File: src/rtl/dtmf_pkg.sv
// Shared DTMF definitions: FSM state encoding, keypad code constants,
// row/column tone frequencies and the sample-count helper.
package dtmf_pkg;

    typedef enum logic [1:0] {
        ST_IDLE = 2'd0,
        ST_TONE = 2'd1,
        ST_GAP  = 2'd2
    } state_t;

    localparam logic [15:0] ROW_697  = 16'd697;
    localparam logic [15:0] ROW_770  = 16'd770;
    localparam logic [15:0] ROW_852  = 16'd852;
    localparam logic [15:0] ROW_941  = 16'd941;
    localparam logic [15:0] COL_1209 = 16'd1209;
    localparam logic [15:0] COL_1336 = 16'd1336;
    localparam logic [15:0] COL_1477 = 16'd1477;
    localparam logic [15:0] COL_1633 = 16'd1633;

    // Codes 0-9 are literal digits; the remaining six map to the extra keys.
    localparam logic [3:0] DIG_STAR = 4'hA;
    localparam logic [3:0] DIG_HASH = 4'hB;
    localparam logic [3:0] DIG_A    = 4'hC;
    localparam logic [3:0] DIG_B    = 4'hD;
    localparam logic [3:0] DIG_C    = 4'hE;
    localparam logic [3:0] DIG_D    = 4'hF;

    function automatic int samples(input int rate, input int ms);
        return rate * ms / 1000;
    endfunction

    function automatic logic [15:0] row_freq(input logic [3:0] code);
        case (code)
            4'd1, 4'd2, 4'd3, DIG_A: return ROW_697;
            4'd4, 4'd5, 4'd6, DIG_B: return ROW_770;
            4'd7, 4'd8, 4'd9, DIG_C: return ROW_852;
            default:                 return ROW_941;
        endcase
    endfunction

    function automatic logic [15:0] col_freq(input logic [3:0] code);
        case (code)
            4'd1, 4'd4, 4'd7, DIG_STAR: return COL_1209;
            4'd2, 4'd5, 4'd8, 4'd0:     return COL_1336;
            4'd3, 4'd6, 4'd9, DIG_HASH: return COL_1477;
            default:                    return COL_1633;
        endcase
    endfunction

endpackage

File: src/rtl/dtmf_digit_fifo.sv
// Keypad-code buffer: 4-bit wide, power-of-two depth, occupancy counter
// drives full/empty; flush clears it in one clock.
module dtmf_digit_fifo #(
    parameter int DEPTH = 8
) (
    input  logic       clk,
    input  logic       rst_n,
    input  logic       flush,
    input  logic       push,
    input  logic       pop,
    input  logic [3:0] wr_data,
    output logic [3:0] rd_data,
    output logic       full,
    output logic       empty
);
    localparam int AW = $clog2(DEPTH);

    logic [3:0]    mem [DEPTH];
    logic [AW-1:0] wr_ptr;
    logic [AW-1:0] rd_ptr;
    logic [AW:0]   count;
    logic          do_push;
    logic          do_pop;

    assign full    = (count == (AW+1)'(DEPTH));
    assign empty   = (count == '0);
    assign do_push = push && !full && !flush;
    assign do_pop  = pop && !empty && !flush;
    assign rd_data = mem[rd_ptr];

    always_ff @(posedge clk or negedge rst_n) begin
        if (!rst_n) begin
            wr_ptr <= '0;
            rd_ptr <= '0;
            count  <= '0;
        end else if (flush) begin
            wr_ptr <= '0;
            rd_ptr <= '0;
            count  <= '0;
        end else begin
            if (do_push) wr_ptr <= wr_ptr + AW'(1);
            if (do_pop)  rd_ptr <= rd_ptr + AW'(1);
            if (do_push && !do_pop)      count <= count + (AW+1)'(1);
            else if (do_pop && !do_push) count <= count - (AW+1)'(1);
        end
    end

    always_ff @(posedge clk) begin
        if (do_push) mem[wr_ptr] <= wr_data;
    end

endmodule

File: src/rtl/dtmf_sequencer.sv
// DTMF digit player: buffers keypad codes and drives the row/column NCO
// frequency words for a tone period then a silent gap. Optional DTMF_MIX_EN adds a tone mixer.
module dtmf_sequencer
    import dtmf_pkg::*;
#(
    parameter int SAMPLING_RATE = 8000,
    parameter int TONE_MS       = 50,
    parameter int GAP_MS        = 50,
    parameter int FIFO_DEPTH    = 8
) (
    input  logic              clk,
    input  logic              rst_n,
`ifdef DTMF_MIX_EN
    input  logic signed [15:0] sin_row,
    input  logic signed [15:0] sin_col,
    output logic signed [15:0] mix_out,
`endif
    input  logic              sample_en,
    input  logic              flush,
    input  logic              in_valid,
    input  logic [3:0]        in_digit,
    output logic              in_ready,
    output logic [15:0]       freq_row,
    output logic [15:0]       freq_col,
    output logic              tone_active,
    output logic              busy,
    output logic              digit_done
);
    localparam int TONE_SAMPLES = samples(SAMPLING_RATE, TONE_MS);
    localparam int GAP_SAMPLES  = samples(SAMPLING_RATE, GAP_MS);
    localparam int MAX_SAMPLES  = (TONE_SAMPLES > GAP_SAMPLES) ? TONE_SAMPLES : GAP_SAMPLES;
    localparam int CNT_W        = (MAX_SAMPLES > 1) ? $clog2(MAX_SAMPLES) : 1;
    localparam logic [CNT_W-1:0] TONE_LAST = CNT_W'(TONE_SAMPLES - 1);
    localparam logic [CNT_W-1:0] GAP_LAST  = CNT_W'(GAP_SAMPLES - 1);

    state_t            state;
    logic [CNT_W-1:0]  cnt;
    logic [3:0]        fifo_data;
    logic              fifo_full;
    logic              fifo_empty;
    logic              push;
    logic              pop;

    // A push coinciding with flush is dropped even though in_ready is high.
    assign push     = in_valid && !fifo_full && !flush;
    assign pop      = (state == ST_IDLE) && !fifo_empty && !flush;
    assign in_ready = !fifo_full;
    assign busy     = (state != ST_IDLE) || !fifo_empty;

    dtmf_digit_fifo #(
        .DEPTH (FIFO_DEPTH)
    ) u_fifo (
        .clk     (clk),
        .rst_n   (rst_n),
        .flush   (flush),
        .push    (push),
        .pop     (pop),
        .wr_data (in_digit),
        .rd_data (fifo_data),
        .full    (fifo_full),
        .empty   (fifo_empty)
    );

    always_ff @(posedge clk or negedge rst_n) begin
        if (!rst_n) begin
            state       <= ST_IDLE;
            cnt         <= '0;
            freq_row    <= '0;
            freq_col    <= '0;
            tone_active <= 1'b0;
            digit_done  <= 1'b0;
        end else begin
            digit_done <= 1'b0;
            if (flush) begin
                state       <= ST_IDLE;
                cnt         <= '0;
                freq_row    <= '0;
                freq_col    <= '0;
                tone_active <= 1'b0;
            end else begin
                case (state)
                    ST_IDLE: begin
                        if (!fifo_empty) begin
                            freq_row    <= row_freq(fifo_data);
                            freq_col    <= col_freq(fifo_data);
                            tone_active <= 1'b1;
                            cnt         <= '0;
                            state       <= ST_TONE;
                        end
                    end
                    ST_TONE: begin
                        if (sample_en) begin
                            if (cnt == TONE_LAST) begin
                                freq_row    <= '0;
                                freq_col    <= '0;
                                tone_active <= 1'b0;
                                cnt         <= '0;
                                state       <= ST_GAP;
                            end else begin
                                cnt <= cnt + CNT_W'(1);
                            end
                        end
                    end
                    ST_GAP: begin
                        if (sample_en) begin
                            if (cnt == GAP_LAST) begin
                                digit_done <= 1'b1;
                                cnt        <= '0;
                                state      <= ST_IDLE;
                            end else begin
                                cnt <= cnt + CNT_W'(1);
                            end
                        end
                    end
                    default: state <= ST_IDLE;
                endcase
            end
        end
    end

`ifdef DTMF_MIX_EN
    logic signed [15:0] mix_q;

    // Halving each input first keeps the sum inside 16 bits.
    always_ff @(posedge clk or negedge rst_n) begin
        if (!rst_n)            mix_q <= '0;
        else if (!tone_active) mix_q <= '0;
        else if (sample_en)    mix_q <= (sin_row >>> 1) + (sin_col >>> 1);
    end

    assign mix_out = tone_active ? mix_q : '0;
`endif

endmodule

File: config.mk
export PLATFORM = sky130hd
export DESIGN_NAME = dtmf_sequencer
export DESIGN_NICKNAME = d
export VERILOG_FILES = /design/src/rtl/dtmf_pkg.sv /design/src/rtl/dtmf_digit_fifo.sv /design/src/rtl/dtmf_sequencer.sv
export SDC_FILE = /design/constraint.sdc
export NUM_CORES = 1
export LEC_CHECK = 0
export ABC_AREA = 0
export BUFFER_PORTS_ARGS = -buffer_cell sky130_fd_sc_hd__buf_2
export CELL_PAD_IN_SITES_DETAIL_PLACEMENT = 0
export CELL_PAD_IN_SITES_GLOBAL_PLACEMENT = 2
export CORE_ASPECT_RATIO = 0.6
export CORE_MARGIN = 5
export CORE_UTILIZATION = 35
export DETAILED_ROUTE_END_ITERATION = 12
export PLACE_DENSITY_LB_ADDON = 0.25
export SLEW_MARGIN = 20
export SYNTH_ARGS = -nofsm -noshare
export SYNTH_HDL_FRONTEND = slang
export SYNTH_SLANG_ARGS = --single-unit
File: constraint.sdc
create_clock -name clk -period 2.5 [get_ports clk]
set_input_delay 0.125 -clock clk [delete_from_list [all_inputs] [get_ports clk]]
set_output_delay 0.125 -clock clk [all_outputs]
set_load 0.01 [all_outputs]
==> flow_metrics.env, run 1 <==
export IMPL_grt_overflow_total=0
export IMPL_clock_fmax_ghz=0.425
export IMPL_cts_sinks=69
export IMPL_globalRouteTotalUtil_pct=12.8
export IMPL_power_leakage_nw=1.81
export IMPL_grtUsageMet2_pct=16.4
export IMPL_htree_levels=3
export IMPL_power_switching_mw=1.71
export IMPL_die_y_um=88.4
export IMPL_critPathTopFamily="simple AND/OR/NAND/NOR gates"
export IMPL_initial_utilization_pct=36.1
export IMPL_crit_chain="nor4_4, nor2_2, or3_4, ha_1, a21o_1, a21oi_2, and3_4, nor3_1, nor3b_1"
export IMPL_cts_made_buffers=9
export IMPL_synth_most_common_cell="dfrtp_1"
export IMPL_yosysTopAreaCell="edfxtp_1"
export IMPL_cts_tree="done"
export IMPL_max_cap_violations=0
export IMPL_final_hold_viol_count=0
export IMPL_start_kind="flop"
export IMPL_synth_warnings=0
export IMPL_grt_busiest_layer="met1"
export IMPL_setup_viol=0
export IMPL_cts_buffer_depth=2
export IMPL_drc_errors=0
export IMPL_min_period_ns=2.35
export IMPL_postRouteWirelength_um=7510
export IMPL_dpl_hpwl_um=5470
export IMPL_syn2layout_area_growth_pct=17.9
export IMPL_vias_per_cell=4.77
export IMPL_critPathMaxStageDelay_ns=0.43
export IMPL_worst_pin_slew_ns=0.862
export IMPL_ys_types=57
export IMPL_max_slew_margin_pct=42.5
export IMPL_core_um2=9910
export IMPL_grt_pass1_vias=2262
export IMPL_setup_tns_ns=0
export IMPL_cp_required_ns=2.74
export IMPL_die_w_um=141
export IMPL_power_switching_share_pct=37.3
export IMPL_netlist_area_leader_share_pct=26.8
export IMPL_slew_violations=0
export IMPL_clkTransAtPathRegs_ns=0.06
export IMPL_min_path_type="input port to flop"
export IMPL_grt_max_degree=38
export IMPL_antennaDiodeCount=0
export IMPL_vias=2315
export IMPL_wl_per_cell_um=15.5
export IMPL_p_int_mw=2.88
export IMPL_grtUsageMet3_pct=4.10
export IMPL_worstSkewPairLatency_ns=0.34
export IMPL_place_gp_congestion=0.770
export IMPL_synth_edf_count=32
export IMPL_drtIter0Drc=134
export IMPL_synth_commonest_cells="dfrtp_1 (37), edfxtp_1 (32), nand2_1 (27)"
export IMPL_skew_ns=0.00659
export IMPL_setup_ws_ns=0.150
export IMPL_avgSynthCellArea_um2=11.9
export IMPL_seq_power_share_pct=32.9
export IMPL_async_flop_share_pct=53.6
export IMPL_cp_max_fo=4
export IMPL_critPathBufInv=0
export IMPL_drive_above_1_share_pct=26.3
export IMPL_clock_root_buffer="clkbuf_16"
export IMPL_met1_usage_pct=19.7
export IMPL_num_rows=28
export IMPL_critPathSlowestCell="dfrtp_1"
export IMPL_end_kind="flop"
export IMPL_clkPwrFrac_pct=26.8
export IMPL_worstSetupPathType="flop to flop"
export IMPL_die_area_um2=12400
export IMPL_ys_flop_type="dfrtp_1"
export IMPL_crit_arrival_ns=2.59
export IMPL_grt_pass1_wl_um=12200
export IMPL_min_period_over_period_pct=94.0
export IMPL_total_power_mw=4.59
export IMPL_place_ws_ns=0.0658
export IMPL_grt_antenna_before_repair=0
export IMPL_status="finished clean"
export IMPL_peakVddDrop_uv=429
export IMPL_pwr_density_cell_nw_per_um2=1090
export IMPL_dr_pass1_iters=4
export IMPL_pin_count=45
export IMPL_p_comb_share_pct=40.3
export IMPL_netlist_instances=301
export IMPL_ant_nets=0
export IMPL_rsz0062_at_grt="no"
export IMPL_finalNetCount=371
export IMPL_ys_top_cells_by_area="edfxtp_1 (27%), dfrtp_1 (26%), ha_1 (5.6%)"
export IMPL_portBuffers=32
export IMPL_ys_ff_latch=69
export IMPL_seq_area_frac_synth_pct=52.7
export IMPL_synth_area_um2=3580
final timing paths:
check,startpoint,to,slack (ns),depth (start not counted)
setup / recovery,u_fifo.count[3],u_fifo.count[3],0.15,9
max in group asynchronous,rst_n,u_fifo.rd_ptr[0],1.47,2
hold reg to reg,freq_col[5],freq_col[5],0.47,2
setup reg to reg,u_fifo.count[3],u_fifo.count[3],0.15,9
hold / removal,flush,u_fifo.rd_ptr[0],0.07,2
min in group asynchronous,rst_n,u_fifo.wr_ptr[0],0.42,2
sequential cells by signal, summed over array words and instances, names as in the netlist:
signal / cells
cnt: 9
digit_done: 1
freq_col: 9
freq_row: 6
state: 2
u_fifo.count: 4
u_fifo.mem: 32
u_fifo.rd_ptr: 3
u_fifo.wr_ptr: 3
layout make-up:
type / instances / area (um^2)
Timing Repair Buffer: 51 / 305
Tap cell: 135 / 169
Clock buffer: 9 / 225
Clock inverter: 7 / 63.8
Multi-Input combinational cell: 202 / 1530
Sequential cell: 69 / 1890
Fill cell: 949 / 5690
Inverter: 12 / 45.0
cell families after synthesis:
group | after synthesis | synth area share (%)
simple gates | 89 | 12.4
buf+inv | 41 | 6.85
xor+xnor | 6 | 1.47
fa+ha+maj | 17 | 6.15
compound gates | 55 | 10.7
other cells | 1 | 0.105
flops | 69 | 52.7
mux | 23 | 9.74
metrics by stage:
stage | cell area [um^2] | utilization [%] | std cells | hold slack [ns]
floorplan | 3630 | - | 312 | -0.171
global placement | 3880 | 39.1 | 466 | 0.320
detailed placement | 3880 | 39.1 | 466 | 0.314
CTS | 4180 | 42.2 | 483 | 0.0587
global route | 4220 | 42.6 | 485 | 0.0721
finish | 4220 | 42.6 | 485 | 0.0694
timing repair:
action | CTS | global route
setup buffers | 0 | 2
hold endpoints to repair | 37 | 0
endpoints found under the setup margin | 0 | 11
hold buffers | 1 | 0
gates resized for setup | 0 | 8
layout by cell type, fill, tap and decap left out, types with 3 or more instances in the layout:
| cell | Yosys | final |
|---|---|---|
| a21o_1 | 5 | 5 |
| a21oi_1 | 6 | 5 |
| and3_1 | 4 | 3 |
| buf_2 | 1 | 32 |
| buf_4 | 18 | 18 |
| clkbuf_16 | 0 | 9 |
| conb_1 | 1 | 12 |
| dfrtp_1 | 37 | 36 |
| edfxtp_1 | 32 | 32 |
| ha_1 | 16 | 15 |
| inv_1 | 12 | 12 |
| mux2i_1 | 11 | 10 |
| mux4_2 | 8 | 8 |
| nand2_1 | 27 | 27 |
| nand2b_1 | 4 | 4 |
| nand3_1 | 8 | 8 |
| nor2_1 | 20 | 19 |
| nor3_1 | 8 | 8 |
| o21ai_0 | 17 | 17 |
| o31ai_1 | 8 | 8 |
| or3_1 | 5 | 4 |
| xor2_1 | 4 | 4 |
layer usage:
layer,routed length (um),vias to the layer above
met5,0,-
met4,113,0
met3,344,11
met2,2880,53
met1,4170,1094
li1,-,1157
worst reg2reg max path: stages, from the launching register on:
cell	delay, ns
dfrtp_1	0.43
nor4_4	0.33
nor2_2	0.08
or3_4	0.39
ha_1	0.28
a21o_1	0.17
a21oi_2	0.14
and3_4	0.19
nor3_1	0.04
nor3b_1	0.21
power groups by stage:
stage | Clock [mW] | Combinational, mW | Sequential (mW)
floorplan | 0 | 1.32 | 1.51
global placement | 0 | 1.79 | 1.53
detailed placement | 0 | 1.77 | 1.54
CTS | 1.27 | 1.78 | 1.51
global route | 1.32 | 2.06 | 1.54
finish | 1.23 | 1.85 | 1.51
(Power assumes the default switching activity.)
==> run 2: changes to the inputs <==
--- a/config.mk
+++ b/config.mk
@@ -17,4 +17,5 @@
 export SLEW_MARGIN = 20
 export SYNTH_ARGS = -nofsm -noshare
 export SYNTH_HDL_FRONTEND = slang
+export SYNTH_HIERARCHICAL = 1
 export SYNTH_SLANG_ARGS = --single-unit
==> run 2 against run 1 <==
Net effect: combinational power increased by 17%; worst setup slack got worse by 0.046 ns; non-clock buffer count increased by 10; critical path depth decreased by 1; cell count increased by 7.2%; power increased by 4.6%; via count increased by 11%.
==> flow_metrics.env, run 2 <==
export IMPL_core_um2=10600
export IMPL_setup_viol=0
export IMPL_syn2layout_area_growth_pct=18.2
export IMPL_vias_per_cell=4.94
export IMPL_grt_pass1_wl_um=13500
export IMPL_pwr_density_cell_nw_per_um2=1060
export IMPL_min_period_over_period_pct=95.9
export IMPL_cts_tree="done"
export IMPL_fill_cells=1001
export IMPL_final_cell_mix="dfrtp_1 (37), buf_2 (32), edfxtp_1 (32), buf_4 (27), nor2_1 (24)"
export IMPL_grt_overflow_total=0
export IMPL_synthXorXnorAreaFrac_pct=1.37
export IMPL_netlist_area_leader_share_pct=25.0
export IMPL_max_slew_margin_pct=39.2
export IMPL_seq_area_frac_synth_pct=49.1
export IMPL_whs_ns=0.0631
export IMPL_ys_ff_latch=69
export IMPL_die_area_um2=13200
export IMPL_synth_edf_count=32
export IMPL_clock_fmax_ghz=0.417
export IMPL_place_gp_congestion=0.807
export IMPL_cp_max_fo=10
export IMPL_synth_fa_ha_area_share_pct=6.06
export IMPL_worstSetupPathType="flop to flop"
export IMPL_final_common_cell="dfrtp_1"
export IMPL_power_switching_share_pct=36.6
export IMPL_globalRouteTotalUtil_pct=12.6
export IMPL_p_int_mw=3.04
export IMPL_synth_most_common_cell="dfrtp_1"
export IMPL_ys_top_cells_by_area="edfxtp_1 (25%), dfrtp_1 (24%), ha_1 (5.5%)"
export IMPL_die_w_um=145
export IMPL_finalNetCount=404
export IMPL_cts_made_buffers=9
export IMPL_power_leakage_nw=1.91
export IMPL_regToRegSetupSlack_ns=0.10
export IMPL_num_rows=29
export IMPL_wl_per_cell_um=15.6
export IMPL_drtIter0Drc=116
export IMPL_async_flop_share_pct=53.6
export IMPL_largest_register_ffs=32
export IMPL_clkTransAtPathRegs_ns=0.06
export IMPL_synth_commonest_cells="dfrtp_1 (37), edfxtp_1 (32), nor2_1 (24)"
export IMPL_synthMuxAreaShare_pct=12.9
export IMPL_ys_flop_type="dfrtp_1"
export IMPL_dpl_hpwl_um=5890
export IMPL_drc_errors=0
export IMPL_top_register="u_fifo/mem"
export IMPL_min_period_ns=2.40
export IMPL_htree_levels=3
export IMPL_pin_count=45
export IMPL_synth_compound_area_share_pct=9.93
export IMPL_slew_violations=0
export IMPL_drive_above_1_share_pct=32.3
export IMPL_postRouteWirelength_um=8110
export IMPL_start_kind="flop"
export IMPL_multi_input_area_um2=1750
export IMPL_skew_ns=0.00809
export IMPL_reg_largest_list="u_fifo/mem (32), cnt (9), freq_col (9)"
export IMPL_min_path_type="input port to flop"
export IMPL_portBuffers=32
export IMPL_worst_pin_slew_ns=0.912
export IMPL_status="finished clean"
export IMPL_synth_area_um2=3840
export IMPL_netlist_instances=328
export IMPL_die_y_um=91.2
export IMPL_dr_pass1_iters=4
export IMPL_yosys_area_share_simple_pct=12.8
export IMPL_clkPwrFrac_pct=23.9
export IMPL_initial_utilization_pct=36.1
export IMPL_grt_pass1_vias=2579
export IMPL_max_cap_violations=0
export IMPL_p_comb_share_pct=45.3
export IMPL_cts_buffer_depth=2
export IMPL_cts_sinks=69
export IMPL_synth_warnings=6
export IMPL_ys_types=62
export IMPL_cp_required_ns=2.71
export IMPL_clock_root_buffer="clkbuf_16"
export IMPL_total_power_mw=4.81
export IMPL_power_switching_mw=1.76
export IMPL_end_kind="flop"
export IMPL_vias=2570
export IMPL_grt_max_degree=38
export IMPL_regArea_um2=1890
export IMPL_synth_top_family_by_area="multiplexers"
export IMPL_seq_power_share_pct=30.8
export IMPL_worstSkewPairLatency_ns=0.33
export IMPL_final_hold_viol_count=0
export IMPL_grt_antenna_before_repair=0
export IMPL_crit_arrival_ns=2.61
export IMPL_antennaDiodeCount=0
export IMPL_peakVddDrop_uv=542
export IMPL_rsz0062_at_grt="no"
export IMPL_yosysTopAreaCell="edfxtp_1"
export IMPL_avgSynthCellArea_um2=11.7
export IMPL_ant_nets=0
-- run 2: cell types whose count changed after synthesis, sizes merged, moves of 5 or more --
| cell | previous run | this run |
|---|---|---|
| a211oi | 1 | 6 |
| a21oi | 6 | 19 |
| clkbuf | 5 | 10 |
| inv | 12 | 17 |
| mux2 | 2 | 17 |
| nand2 | 28 | 17 |
| o21ai | 18 | 11 |
| o31ai | 8 | 2 |
-- run 2: cell families (layout without fill, tap and decap cells) --
logic type,Yosys count,after routing
compound gates,56,56
xor+xnor,6,6
fa+ha+maj,18,18
buf+inv,51,93
flops,69,69
mux,35,35
other cells,1,12
simple gates,92,92
-- run 2: layer usage --
layer	part of all wire (%)	up-vias	wire, um	global-route usage (%)
met5	0	-	0	0
met4	1.6	0	128	4.35
met3	5.4	12	438	4.38
met2	41	58	3310	17.5
met1	52	1237	4230	18.3
li1	-	1263	-	-
-- run 2: power groups by stage --
stage | clock (mW) | combinational (mW) | sequential, mW
after floorplan | 0 | 1.52 | 1.53
after global placement | 0 | 2.11 | 1.50
after detailed placement | 0 | 2.11 | 1.50
after CTS | 1.19 | 2.13 | 1.48
after global routing | 1.23 | 2.41 | 1.50
final | 1.15 | 2.17 | 1.48
-- run 2: worst paths after layout --
kind / start / endpoint / cells past startpoint
max: u_fifo/rd_ptr[0] / freq_col[2] / 8
min: in_digit[3] / u_fifo/mem[2][3] / 1
max reg2reg: u_fifo/rd_ptr[0] / freq_col[2] / 8
min reg2reg: freq_row[8] / freq_row[8] / 1
max in group asynchronous: rst_n / state[0] / 2
min in group asynchronous: rst_n / freq_row[4] / 2
-- run 2: worst max-delay path, stage by stage (launching register included) --
cell and delay (ns):
dfrtp_1 0.37, buf_12 0.15, mux4_2 0.51, mux2_4 0.33, ha_2 0.22, mux2_2 0.28, nand2b_1 0.08, a21oi_1 0.06
mux2_2 0.26
-- run 2: what timing repair did --
| item | 4_1_cts | 5_1_grt |
|---|---|---|
| setup endpoints to repair | 2 | 7 |
| endpoints found under the hold margin | 37 | 0 |
| pin swaps | 0 | 1 |
| hold buffers | 1 | 0 |
| gates resized for setup | 2 | 14 |
| setup buffers | 0 | 1 |
-- run 2: cell type report --
class	count	area share, %
clock buffers	9	4.96
flip-flops and latches	69	41.6
well taps	139	3.83
repair buffers	61	8.65
inverters	17	1.46
multi-input cells	219	38.6
clock inverters	6	0.909
-- run 2: stage by stage --
stage	instance area [um^2]	TNS, ns	setup WS [ns]	instances	util [%]
5_1_grt	4540	0	0.00365	520	42.7
3_3_place_gp	4210	0	0.0252	503	39.6
6_report	4540	0	0.104	520	42.7
4_1_cts	4490	0	0.0201	519	42.2
2_1_floorplan	3910	-0.0151	-0.0151	339	-
3_5_place_dp	4210	0	0.0214	503	39.6
